### src/rtl/serializer_pkg.sv
// rtl/serializer_pkg.sv - shared types for the serializer transmit path
//
// Purpose: FSM state encoding shared by the serializer and its bench.
// Ports:   none (package).
package serializer_pkg;

  typedef enum logic [0:0] {
    IDLE,
    SHIFT
  } serializer_state_t;

endpackage

### src/rtl/bit_counter.sv
// rtl/bit_counter.sv - parameterized loadable down-counter with zero flag
//
// Purpose: bit counter for the serializer; also reusable by receive-side framing.
// Ports:
//   clk       in   clock, rising edge
//   reset     in   asynchronous active-high reset (count -> 0)
//   load      in   load load_val this cycle (has priority over dec)
//   load_val  in   W-bit value to load
//   dec       in   decrement by one this cycle
//   count     out  current count
//   zero      out  count == 0
module bit_counter #(
  parameter int W = 3
) (
  input  logic         clk,
  input  logic         reset,
  input  logic         load,
  input  logic [W-1:0] load_val,
  input  logic         dec,
  output logic [W-1:0] count,
  output logic         zero
);

  always_ff @(posedge clk or posedge reset) begin
    if (reset) begin
      count <= '0;
    end else if (load) begin
      count <= load_val;
    end else if (dec) begin
      count <= count - 1'b1;
    end
  end

  assign zero = (count == '0);

endmodule

### src/rtl/serializer.sv
// rtl/serializer.sv - parallel-in, LSB-first serial-out transmitter
//
// Purpose: accepts a w-bit word via valid/ready and shifts it out one bit per en tick.
// Ports:
//   clk         in   clock, rising edge
//   reset       in   asynchronous active-high reset
//   en          in   bit-rate tick
//   par_in      in   word to transmit (sampled on handshake only)
//   par_valid   in   source has a word on par_in
//   par_ready   out  block accepts par_in this cycle
//   seq_out     out  current serial bit, 0 when idle
//   seq_strobe  out  seq_out is valid and consumed this cycle
//   word_done   out  pulse on the strobe of bit w-1
//   busy        out  a word is in flight
module serializer
  import serializer_pkg::*;
#(
  parameter int w = 8
) (
  input  logic         clk,
  input  logic         reset,
  input  logic         en,
  input  logic [w-1:0] par_in,
  input  logic         par_valid,
  output logic         par_ready,
  output logic         seq_out,
  output logic         seq_strobe,
  output logic         word_done,
  output logic         busy
);

  localparam int CW = (w > 2) ? $clog2(w) : 1;
  localparam logic [CW-1:0] LAST_IDX = CW'(w - 1);

  serializer_state_t state, next_state;
  logic [w-1:0]      shreg;
  logic [CW-1:0]     cnt;
  logic              cnt_zero;
  logic              in_shift;
  logic              shift_en;
  logic              last_bit;
  logic              accept;

  assign in_shift = (state == SHIFT);
  assign shift_en = in_shift & en;
  assign last_bit = shift_en & cnt_zero;
  assign accept   = par_valid & par_ready;

  // State register
  always_ff @(posedge clk or posedge reset) begin
    if (reset) begin
      state <= IDLE;
    end else begin
      state <= next_state;
    end
  end

  // Next-state logic
  always_comb begin
    next_state = state;
    case (state)
      IDLE:    if (par_valid) next_state = SHIFT;
      SHIFT:   if (last_bit && !par_valid) next_state = IDLE;
      default: next_state = IDLE;
    endcase
  end

  // Output logic
  always_comb begin
    par_ready  = 1'b1;
    seq_out    = 1'b0;
    seq_strobe = 1'b0;
    word_done  = 1'b0;
    busy       = 1'b0;
    case (state)
      IDLE: begin
        par_ready = 1'b1;
      end
      SHIFT: begin
        seq_out    = shreg[0];
        seq_strobe = en;
        word_done  = last_bit;
        busy       = 1'b1;
        // Ready only on the last-bit strobe so the next word follows with no gap.
        par_ready  = last_bit;
      end
      default: begin
        par_ready = 1'b1;
      end
    endcase
  end

  // Shift register: a load wins over a shift, which covers the back-to-back case.
  always_ff @(posedge clk or posedge reset) begin
    if (reset) begin
      shreg <= '0;
    end else if (accept) begin
      shreg <= par_in;
    end else if (shift_en) begin
      shreg <= {1'b0, shreg[w-1:1]};
    end
  end

  // Counter parks at zero after the final bit instead of wrapping.
  bit_counter #(
    .W(CW)
  ) u_bit_counter (
    .clk      (clk),
    .reset    (reset),
    .load     (accept),
    .load_val (LAST_IDX),
    .dec      (shift_en & ~cnt_zero),
    .count    (cnt),
    .zero     (cnt_zero)
  );

endmodule
### config.mk
export PLATFORM = sky130hd
export DESIGN_NAME = serializer
export DESIGN_NICKNAME = d
export VERILOG_FILES = /design/src/rtl/serializer_pkg.sv /design/src/rtl/bit_counter.sv /design/src/rtl/serializer.sv
export SDC_FILE = /design/constraint.sdc
export NUM_CORES = 1
export LEC_CHECK = 0
export CAP_MARGIN = 20
export CORE_AREA = 5 5 42 44
export CTS_BUF_LIST = sky130_fd_sc_hd__clkbuf_8 sky130_fd_sc_hd__clkbuf_16
export DETAILED_ROUTE_END_ITERATION = 8
export DIE_AREA = 0 0 47 49
export DONT_BUFFER_PORTS = 1
export PLACE_DENSITY = 0.75
export SLEW_MARGIN = 20
export SYNTH_ARGS = -nofsm -noshare
export SYNTH_HDL_FRONTEND = slang
export SYNTH_SLANG_ARGS = --single-unit
### constraint.sdc
create_clock -name clk -period 2.4 [get_ports clk]
set_input_delay 0.48 -clock clk [delete_from_list [all_inputs] [get_ports clk]]
set_output_delay 0.48 -clock clk [all_outputs]
set_load 0.03 [all_outputs]
==> run summary, run 1 <==
The number of nets at the end of the flow is 87. Sorting the synthesized cells by area gives the leading types as dfrtp_1 41%, o221a_1 11%, mux2i_1 5.5%, nand2b_1 4.3%, o21ai_0 4.1%. The area of the core is 1400 um2.

After clock tree synthesis, the repair step resized 0 gates. The flow ran to the end, and the final reports show no timing, DRC or antenna violations. Synthesis inferred 12 register bits. STA classifies the critical path endpoint as a primary output. Number of I/O pins: 17.

For the final number of max-transition violations, the log shows 0. For the cell row count, the log shows 14. The DRC violation count after routing came out at 0.

The area share of the largest cell type after synthesis is 41.2%. In the global route stage, met3 resource usage came out at 4.06%. The remaining global-route overflow came out at 0. The run gives 1 as the deepest level of the CTS H-tree.

Via count of the first global-routing pass: 551. Across the VDD grid, the largest voltage drop is 0.627 mV. The count of nets left with antenna violations once routing finished came out at 0.

The total clock sinks was 12. Summed over all cells, the static leakage comes to 0.329 nW. The worst setup path is launched from a flop.

The run gives 41.2% as the sequential cell area fraction in the yosys report. The floorplan step set the die height to 49 um. Subtracting the final worst setup slack from the clock period gives 1.96 ns. Counting every net in the synthesized netlist gives 83. The clock latency of the later-clocked register in the worst-skew pair is 0.23 ns. The post-synthesis area per instance came out at 10.6 um2.

TritonCTS built the clock tree. The run gives 1.07 mm as the half-perimeter wire length of the detailed placement result. Across the run, the number of max-cap violations was 0. The final count of negative-setup-slack endpoints was 0.

In this run the register-to-register setup slack is 0.94 ns. The number of antenna violations at the first check in global routing was 0; the total CTS buffers was 3. The path class of the tightest hold or removal check is in2async.

The maximum number of pins on one net before global-route repair is 18, and the first-pass GRT wire length is 2.56 mm. For the worst setup path, the data required time is 1.92 ns. For met2 alone, demand over resource in global routing was 23.5%. The number of antenna diodes is 0. The fraction of final layout cells with drive strength greater than 1 came out at 15.5%. The detailed router's first-iteration violation count is 10, and the number of detailed-routing iterations run before antenna repair is 4. Cts-stage hold buffer count: 0. Measured against its own limit, the worst slew margin works out to 71.0%. The routed layout has 530 vias. Clock tree root buffer cell: clkbuf_8. Buffers placed on the I/O ports in this run total 0.

After synthesis the cells add up to 728 um2. On the final layout, the worst clock skew is 0.00112 ns. For the data arrival at the endpoint of the critical path, the log shows 1.48 ns. Setup repair after global routing left no endpoint under its margin. Global routing used 15.1% of the available tracks across all layers.

Wires add up to 1.45 mm. For this configuration, the core starts out at a cell density of 52.0%. The run gives 0 ns as the setup total negative slack.

The post-detailed-route wirelength per cell is 16.7 um. Dividing the detail-routed via count by the number of cells gives 6.09. The global routing stage identified its most utilized layer as met2. The synthesized design spends more area on one cell type than any other, namely dfrtp_1. The worst-path maximum fanout is 4. Synthesis produced 69 cells. The overall die width is 47 um, and the synthesis-to-finish area growth is 6.36%. Leaving out fill and tap cells, the most frequent cell in the layout is dfrtp_1. The clock transition at the registers of the reported paths is 0.05 ns. At the pin with the least slew margin, the transition time is 0.423 ns.

The run gives 0 as the warning count from the yosys run. The setup path with the least slack is of type reg2out. At the end of routability-driven placement, the weighted congestion stood at 0.696. In the global route stage, met1 resource usage came out at 19.7%. No sink is reached through more buffers than the 2 on the longest clock path. The maximum clock rate is 511 MHz, and the hold violation count in the final report is 0.

In this run, distinct cell masters in the synthesized netlist total 27. For this design the ratio of total power to cell area is 1020 nW/um2. Once the clock tree was built, the setup fixing pass inserted 0 buffers. In the layout the commonest cells are 12 x dfrtp_1, 7 x o221a_1, 6 x o21ai_0, 5 x nand2b_1. The floorplan step defined a die boundary enclosing 2300 um2. Hold timing on the final database bottoms out at a slack of 0.137 ns. The final critical path takes up 81.6% of the cycle.
[area by class of cell]
cell class	instances	area, um2
Clock buffer	3	41.3
Fill cell	135	627
Inverter	5	18.8
Multi-Input combinational cell	49	379
Sequential cell	12	300
Tap cell	16	20.0
Timing Repair Buffer	2	15.0
[power breakdown]
group | internal (mW) | total (mW) | leakage, nW | switching [mW]
registers | 0.278 | 0.327 | 0.132 | 0.0497
clock network | 0.110 | 0.176 | 0.0216 | 0.0658
logic | 0.138 | 0.286 | 0.175 | 0.148
[final timing paths]
kind | startpoint | end | cells past startpoint
setup / recovery | u_bit_counter.count[1] | word_done | 4
hold / removal | reset | shreg[4] | 1
setup reg to reg | u_bit_counter.count[1] | shreg[5] | 5
hold reg to reg | shreg[7] | shreg[7] | 1
max in group asynchronous | reset | u_bit_counter.count[2] | 1
min in group clk | par_valid | in_shift | 2
[metal layers]
layer	part of all wire [%]	routed length, um
met4	0.83	12
met3	3.2	47
met2	50	726
met5	0	0
met1	46	665
[logic make-up (layout without fill, tap and decap cells)]
| logic type | count (synthesis) | in the layout | share of synthesized area [%] |
|---|---|---|---|
| simple gates | 17 | 17 | 14.8 |
| compound gates | 26 | 26 | 28.4 |
| mux | 4 | 4 | 5.50 |
| buf+inv | 8 | 10 | 6.70 |
| fa+ha+maj | 2 | 2 | 3.44 |
| flops | 12 | 12 | 41.2 |
[sequential cells by signal, summed over array words and instances, names as in the netlist]
register	flops
in_shift	1
shreg	8
u_bit_counter.count	3
[cell usage after synthesis]
cell type / instances
buf_6: 2
nand2b_4: 1
nand2b_1: 5
and2_4: 1
or2_1: 1
o22a_2: 1
and2b_1: 1
inv_2: 1
nand2_1: 3
nand2_2: 1
dfrtp_1: 12
and2_1: 2
a32o_1: 1
ha_1: 2
mux2i_1: 4
o21a_1: 1
a21oi_1: 2
o22ai_1: 1
o21ai_4: 1
a22oi_1: 1
o21ai_1: 3
buf_4: 1
o221a_1: 7
o21ai_0: 6
inv_1: 4
a211oi_1: 2
nand3_1: 2
[through the flow]
step	setup slack (ns)	cell area, um2	std cells	power (mW)	util [%]
after floorplan	0.637	728	69	0.570	-
after global placement	0.704	733	84	0.606	52.3
after detailed placement	0.687	733	84	0.615	52.3
after CTS	0.428	774	87	0.791	55.3
after global routing	0.370	774	87	0.851	55.3
final	0.442	774	87	0.789	55.3
[critical path, cell delays in order, from the launching register on]
cell and delay [ns]:
dfrtp_1 0.40, inv_1 0.08, ha_1 0.23, and2b_1 0.20
and2_1 0.33
Power figures use the tool's default switching activity.
==> inputs of run 2 (changes only) <==
Clock period 2.4 ns to 2 ns, I/O delays scaled along.
==> run summary, run 2 (synthesis results as in run 1) <==
The flow ran to the end, and the final reports show no timing, DRC or antenna violations. Critical path required time: 1.60 ns (-0.32 ns). Cell row count: 14 (unchanged). The ratio of total power to cell area is 1260 nW/um2 (+24%). The instance count on the critical path is 4 (unchanged). Leaving out fill and tap cells, the most frequent cells in the layout are 12 x dfrtp_1, 7 x o221a_1, 6 x o21ai_0, 5 x nand2b_1. The post-detailed-route wirelength per cell is 16.5 um (-1.3%), and the number of detailed-routing iterations run before antenna repair is 4 (unchanged). The flip-flop count of the largest register, all copies and words added is 8 (unchanged).

The critical path is of the reg2out type. The maximum number of pins on one net before global-route repair is 14 (-4), and the overall die area is 2300 um2 (unchanged). TritonCTS built the clock tree. Delay of the slowest critical-path stage: 0.40 ns (about the same).

The via count of the first global-routing pass is 556 (+0.91%), and the via-per-instance ratio is 6.06 (-0.58%). The last element of the critical path is word_done. The tools report the deepest level of the CTS H-tree as 1 (unchanged). Setup repair after global routing left no endpoint under its margin. For the total track usage, the log shows 15.6% (+0.58 points). The number of antenna violations at the first check in global routing is 0 (unchanged). The tools report the reg2reg setup slack as 0.49 ns (-0.45 ns). The maximum ir drop on the vdd rail was 0.626 mV (-0.19%); the worst slack at placement was 0.324 ns (-0.364 ns).

For the cell total after placement, the log shows 84 (unchanged). STA classifies the critical path endpoint as a primary output. The reported max-cap violation count came out at 0 (unchanged).

The logs give 52.0% (unchanged) for the initial standard-cell utilization of the core and 87 (unchanged) for the number of nets at the end of the flow. The final critical delay including setup and external delays is 1.86 ns. Library cell contributing the largest single delay on the critical path: dfrtp_1. The count of port buffers added during placement is 0 (unchanged). The tools report the setup skew after layout as 0.00256 ns (+0.00144 ns).

The largest delay contributor family on the critical path was simple AND/OR/NAND/NOR gates. The run gives 0.999 mW (+27%) as the sum of internal, switching and leakage power. The transition at the pin with the smallest max-transition slack works out to 0.431 ns (+0.00768 ns). The tools report the start point of the critical path as u_bit_counter.count[0]. Maximum clock path buffer count: 2 (unchanged). The logs give 88 (+1.1%) for the post-layout instance count excluding filler cells and 0 (unchanged) for the hold violation count in the final report. The cell sitting at the root of the clock tree is a clkbuf_8. The final cell utilization of the core is 56.6% (+1.3 points), and the half-perimeter wire length of the detailed placement result is 1.11 mm (+3.6%). The tools report the least setup slack across all paths after layout as 0.138 ns (-0.304 ns). The largest register by flop count is shreg. Clock transition at the registers of the reported paths: 0.05 ns (about the same). The worst flop-to-flop path startpoint is u_bit_counter.count[0]. The tools report the final worst hold slack as 0.0497 ns (-0.0874 ns). The logs give 0 (unchanged) for the final antenna-violating net count and 733 um2 (unchanged) for the placed cell area. For the total CTS buffers, the log shows 3 (unchanged). The signal on the critical path passes through inv_1 > ha_1 > and2b_1 > and2_2. The setup total negative slack was 0 ns (unchanged); the wire length after detailed routing was 1.45 mm (-0.14%). The worst-path maximum fanout was 4 (unchanged). Relative to the synthesized area, the layout overhead comes to 8.93%.

The DRC violation count after routing is 0 (unchanged). Kind of path behind the tightest hold check: in2async. The area of the core was 1400 um2 (unchanged); the final clock period utilization by the worst path was 93.1%.

For the number of antenna diodes, the log shows 0 (unchanged). The normalized max-slew margin was 70.5% (-0.53 points); the cts-stage hold buffer count was 0 (unchanged). The total clock sinks is 12 (unchanged), and the first-pass GRT wire length is 2.56 mm (unchanged). The most common cell after layout, fill and taps aside is dfrtp_1. The run gives 15 (+5) as the detailed router's first-iteration violation count. In this run the critical register-to-register path is captured at shreg[4]. The number of vias in the routed layout came out at 533 (+0.57%). The tools report the placer congestion estimate as 0.685 (-1.6%).

The logs give 1.46 ns (-0.02 ns) for the data arrival at the endpoint of the critical path and 17 (unchanged) for the number of I/O pins. Static timing analysis puts the maximum clock frequency at 537 MHz. The reported leakage power is 0.339 nW (+3.0%), and the height of the chip is 49 um (unchanged).

The remaining global-route overflow is 0 (unchanged). Final count of negative-setup-slack endpoints: 0 (unchanged). The fraction of final layout cells with drive strength greater than 1 came out at 19.4% (+4.0 points).

The run gives 0 (unchanged) as the final number of max-transition violations. The total buffers and inverters traversed by the critical path works out to 1 (unchanged). The post-layout instance area is 793 um2 (+2.4%), and the worst-case reg-to-reg path depth is 5 (unchanged). The run gives 0.24 ns (about the same) as the clock latency of the later-clocked register in the worst-skew pair. The overall die width came out at 47 um (unchanged). The worst setup path is launched from a flop.
## run 2: worst min path at each step
stage	end	depth (start not counted)
6_report	shreg[2]	1
5_1_grt	shreg[3]	1
4_1_cts	shreg[4]	1
3_5_place_dp	shreg[4]	1
3_3_place_gp	shreg[4]	1
2_1_floorplan	in_shift	1
## run 2: final cells by class
class / count / area, um2
clock buffer: 4 / 55.1
fill: 129 / 608
sequential: 12 / 300
inverter: 5 / 18.8
multi-input combinational: 49 / 384
timing repair buffer: 2 / 15.0
tap: 16 / 20.0
## run 2: where the power goes
part	switching, mW	total, mW	internal, mW	leakage, nW
combinational	0.174	0.341	0.167	0.178
sequential	0.0672	0.400	0.333	0.132
clock	0.0844	0.258	0.173	0.0288
## run 2: layer usage
metal,GRT usage (%),part of all wire (%),vias to the layer above
li1,-,-,260
met1,19.8,41,249
met2,23.1,51,20
met3,5.17,5.7,4
met4,7.83,2.2,0
met5,0,0,-
## run 2: timing repair
item,4_1_cts,5_1_grt
resized for setup,0,2
endpoints found under the hold margin,0,0
setup endpoints to repair,0,2
buffers inserted,0,0
==> inputs of run 3 (changes only) <==
Settings changed: SETUP_SLACK_MARGIN from default to 0.02.
Clock period 2 ns to 1.95 ns, I/O delays scaled along.
==> run summary, run 3 (synthesis results as in run 1) <==
The run finished with clean final reports. The run gives 0.342 nW (+0.69%) as the reported leakage power. The worst-path maximum fanout works out to 4 (unchanged). TritonCTS built the clock tree. For the via count of the first global-routing pass, the log shows 561 (+0.90%).

STA classifies the critical path startpoint as a flop. The critical path is of the reg2out type. The final cell utilization of the core is 57.3% (+0.71 points), and the overall die area is 2300 um2 (unchanged).

The library cell used most frequently in the layout, excluding fill and tap cells, is dfrtp_1. The post-layout instance count excluding filler cells is 89 (+1.1%). The tools report the maximum number of pins on one net before global-route repair as 14 (unchanged). For the data arrival at the endpoint of the critical path, the log shows 1.43 ns (-0.03 ns). The detailed router's first-iteration violation count is 7 (-8), and the flip-flop count of the largest register, all copies and words added is 8 (unchanged).

The post-detailed-route wirelength per cell is 16.8 um (+2.2%), and the number of vias in the routed layout is 545 (+2.3%). The setup total negative slack is 0 ns (unchanged), and the count of port buffers added during placement is 0 (unchanged). The placer congestion estimate was 0.725 (+5.8%). Height of the chip: 49 um (unchanged). More flip-flops sit in one register than any other, and that register is shreg. Setup skew after layout: 0.00250 ns (-0.0000557 ns).

The clock latency of the later-clocked register in the worst-skew pair was 0.24 ns (about the same); the worst slack at placement was 0.283 ns (-0.0402 ns). The half-perimeter wire length of the detailed placement result is 1.09 mm (-1.4%). The run gives 1 (unchanged) as the deepest level of the CTS H-tree. The area of the core came out at 1400 um2 (unchanged). The number of detailed-routing iterations run before antenna repair was 4 (unchanged). For the number of I/O pins, the log shows 17 (unchanged). The DRC violation count after routing is 0 (unchanged). The ratio of total power to cell area was 1300 nW/um2 (+3.3%); the critical path required time was 1.56 ns (-0.04 ns).

The number of antenna violations at the first check in global routing was 0 (unchanged). The tools report the clock tree root buffer cell as clkbuf_8. The maximum ir drop on the vdd rail came out at 0.608 mV (-2.9%). The final count of negative-setup-slack endpoints came out at 0 (unchanged). The final critical delay including setup and external delays was 1.82 ns; the transition at the pin with the smallest max-transition slack was 0.478 ns (+0.0470 ns). The number of antenna diodes is 0 (unchanged).

The reported max-cap violation count was 0 (unchanged). The run gives 0 (unchanged) as the remaining global-route overflow. The placed cell area was 741 um2 (+1.0%).

The final antenna-violating net count came out at 0 (unchanged). For the least setup slack across all paths after layout, the log shows 0.132 ns (-0.00583 ns). For the maximum clock path buffer count, the log shows 2 (unchanged). The tools report the post-layout instance area as 803 um2 (+1.3%).

The total clock sinks was 12 (unchanged); the final clock period utilization by the worst path was 93.2%. In the layout the commonest cells are 12 x dfrtp_1, 7 x o221a_1, 6 x o21ai_0, 5 x nand2b_1. The initial standard-cell utilization of the core was 52.0% (unchanged); the total CTS buffers was 3 (unchanged). The first-pass GRT wire length is 2.59 mm (+1.4%), and the maximum clock rate is 550 MHz.

The overall die width works out to 47 um (unchanged). The sum of internal, switching and leakage power is 1.04 mW (+4.6%), and the cell row count is 14 (unchanged). Setup repair after global routing left no endpoint under its margin. The cell total after placement is 85 (+1.2%), and the wire length after detailed routing is 1.50 mm (+3.4%). The clock transition at the registers of the reported paths came out at 0.06 ns (about the same).

For the hold violation count in the final report, the log shows 0 (unchanged). Kind of path behind the tightest hold check: in2async. STA classifies the critical path endpoint as a primary output.

The final number of max-transition violations is 0 (unchanged). The normalized max-slew margin came out at 68.1% (-2.3 points). The area growth from synthesis to layout is 10.3%. The number of nets at the end of the flow is 88 (+1.1%). The via-per-instance ratio was 6.12 (+1.1%). The final worst hold slack is 0.0454 ns (-0.00433 ns).

The fraction of final layout cells with drive strength greater than 1 is 21.9% (+2.5 points), and the total track usage is 15.3% (-0.32 points).
[run 3: worst paths after layout]
check	to	depth (start not counted)	slack [ns]	from
worst max register to register	shreg[1]	4	0.41	in_shift
min in group clk	in_shift	2	0.28	par_valid
worst min register to register	shreg[7]	1	0.51	shreg[7]
max in group asynchronous	u_bit_counter.count[2]	1	1.58	reset
worst min-delay path	shreg[4]	1	0.05	reset
worst max-delay path	word_done	4	0.13	u_bit_counter.count[0]
[run 3: cell type report]
cell class,count,area [um2]
multi-input cells,49,387
flip-flops and latches,12,300
clock buffers,4,55.1
inverters,5,18.8
repair buffers,3,22.5
well taps,16,20.0
fillers,129,598
[run 3: power breakdown]
| part | internal (mW) | switching [mW] | total (mW) |
|---|---|---|---|
| sequential | 0.341 | 0.0677 | 0.409 |
| clock | 0.179 | 0.0992 | 0.278 |
| combinational | 0.178 | 0.180 | 0.358 |
[run 3: metal layers]
metal | GRT usage [%] | wire [um] | vias up
li1 | - | - | 264
met1 | 19.4 | 672 | 269
met2 | 24.0 | 768 | 10
met3 | 3.69 | 39 | 2
met4 | 6.45 | 17 | 0
met5 | 0 | 0 | -
[run 3: what timing repair did]
item                                    in CTS  in global routing
hold buffers                                 0                  0
resized for setup                            1                  2
setup buffers                                0                  0
endpoints found under the setup margin       1                  2
[run 3: critical path, stage by stage (launching register included)]
cell,delay [ns]
dfrtp_1,0.40
inv_1,0.09
ha_2,0.22
and2b_1,0.20
and2_2,0.26
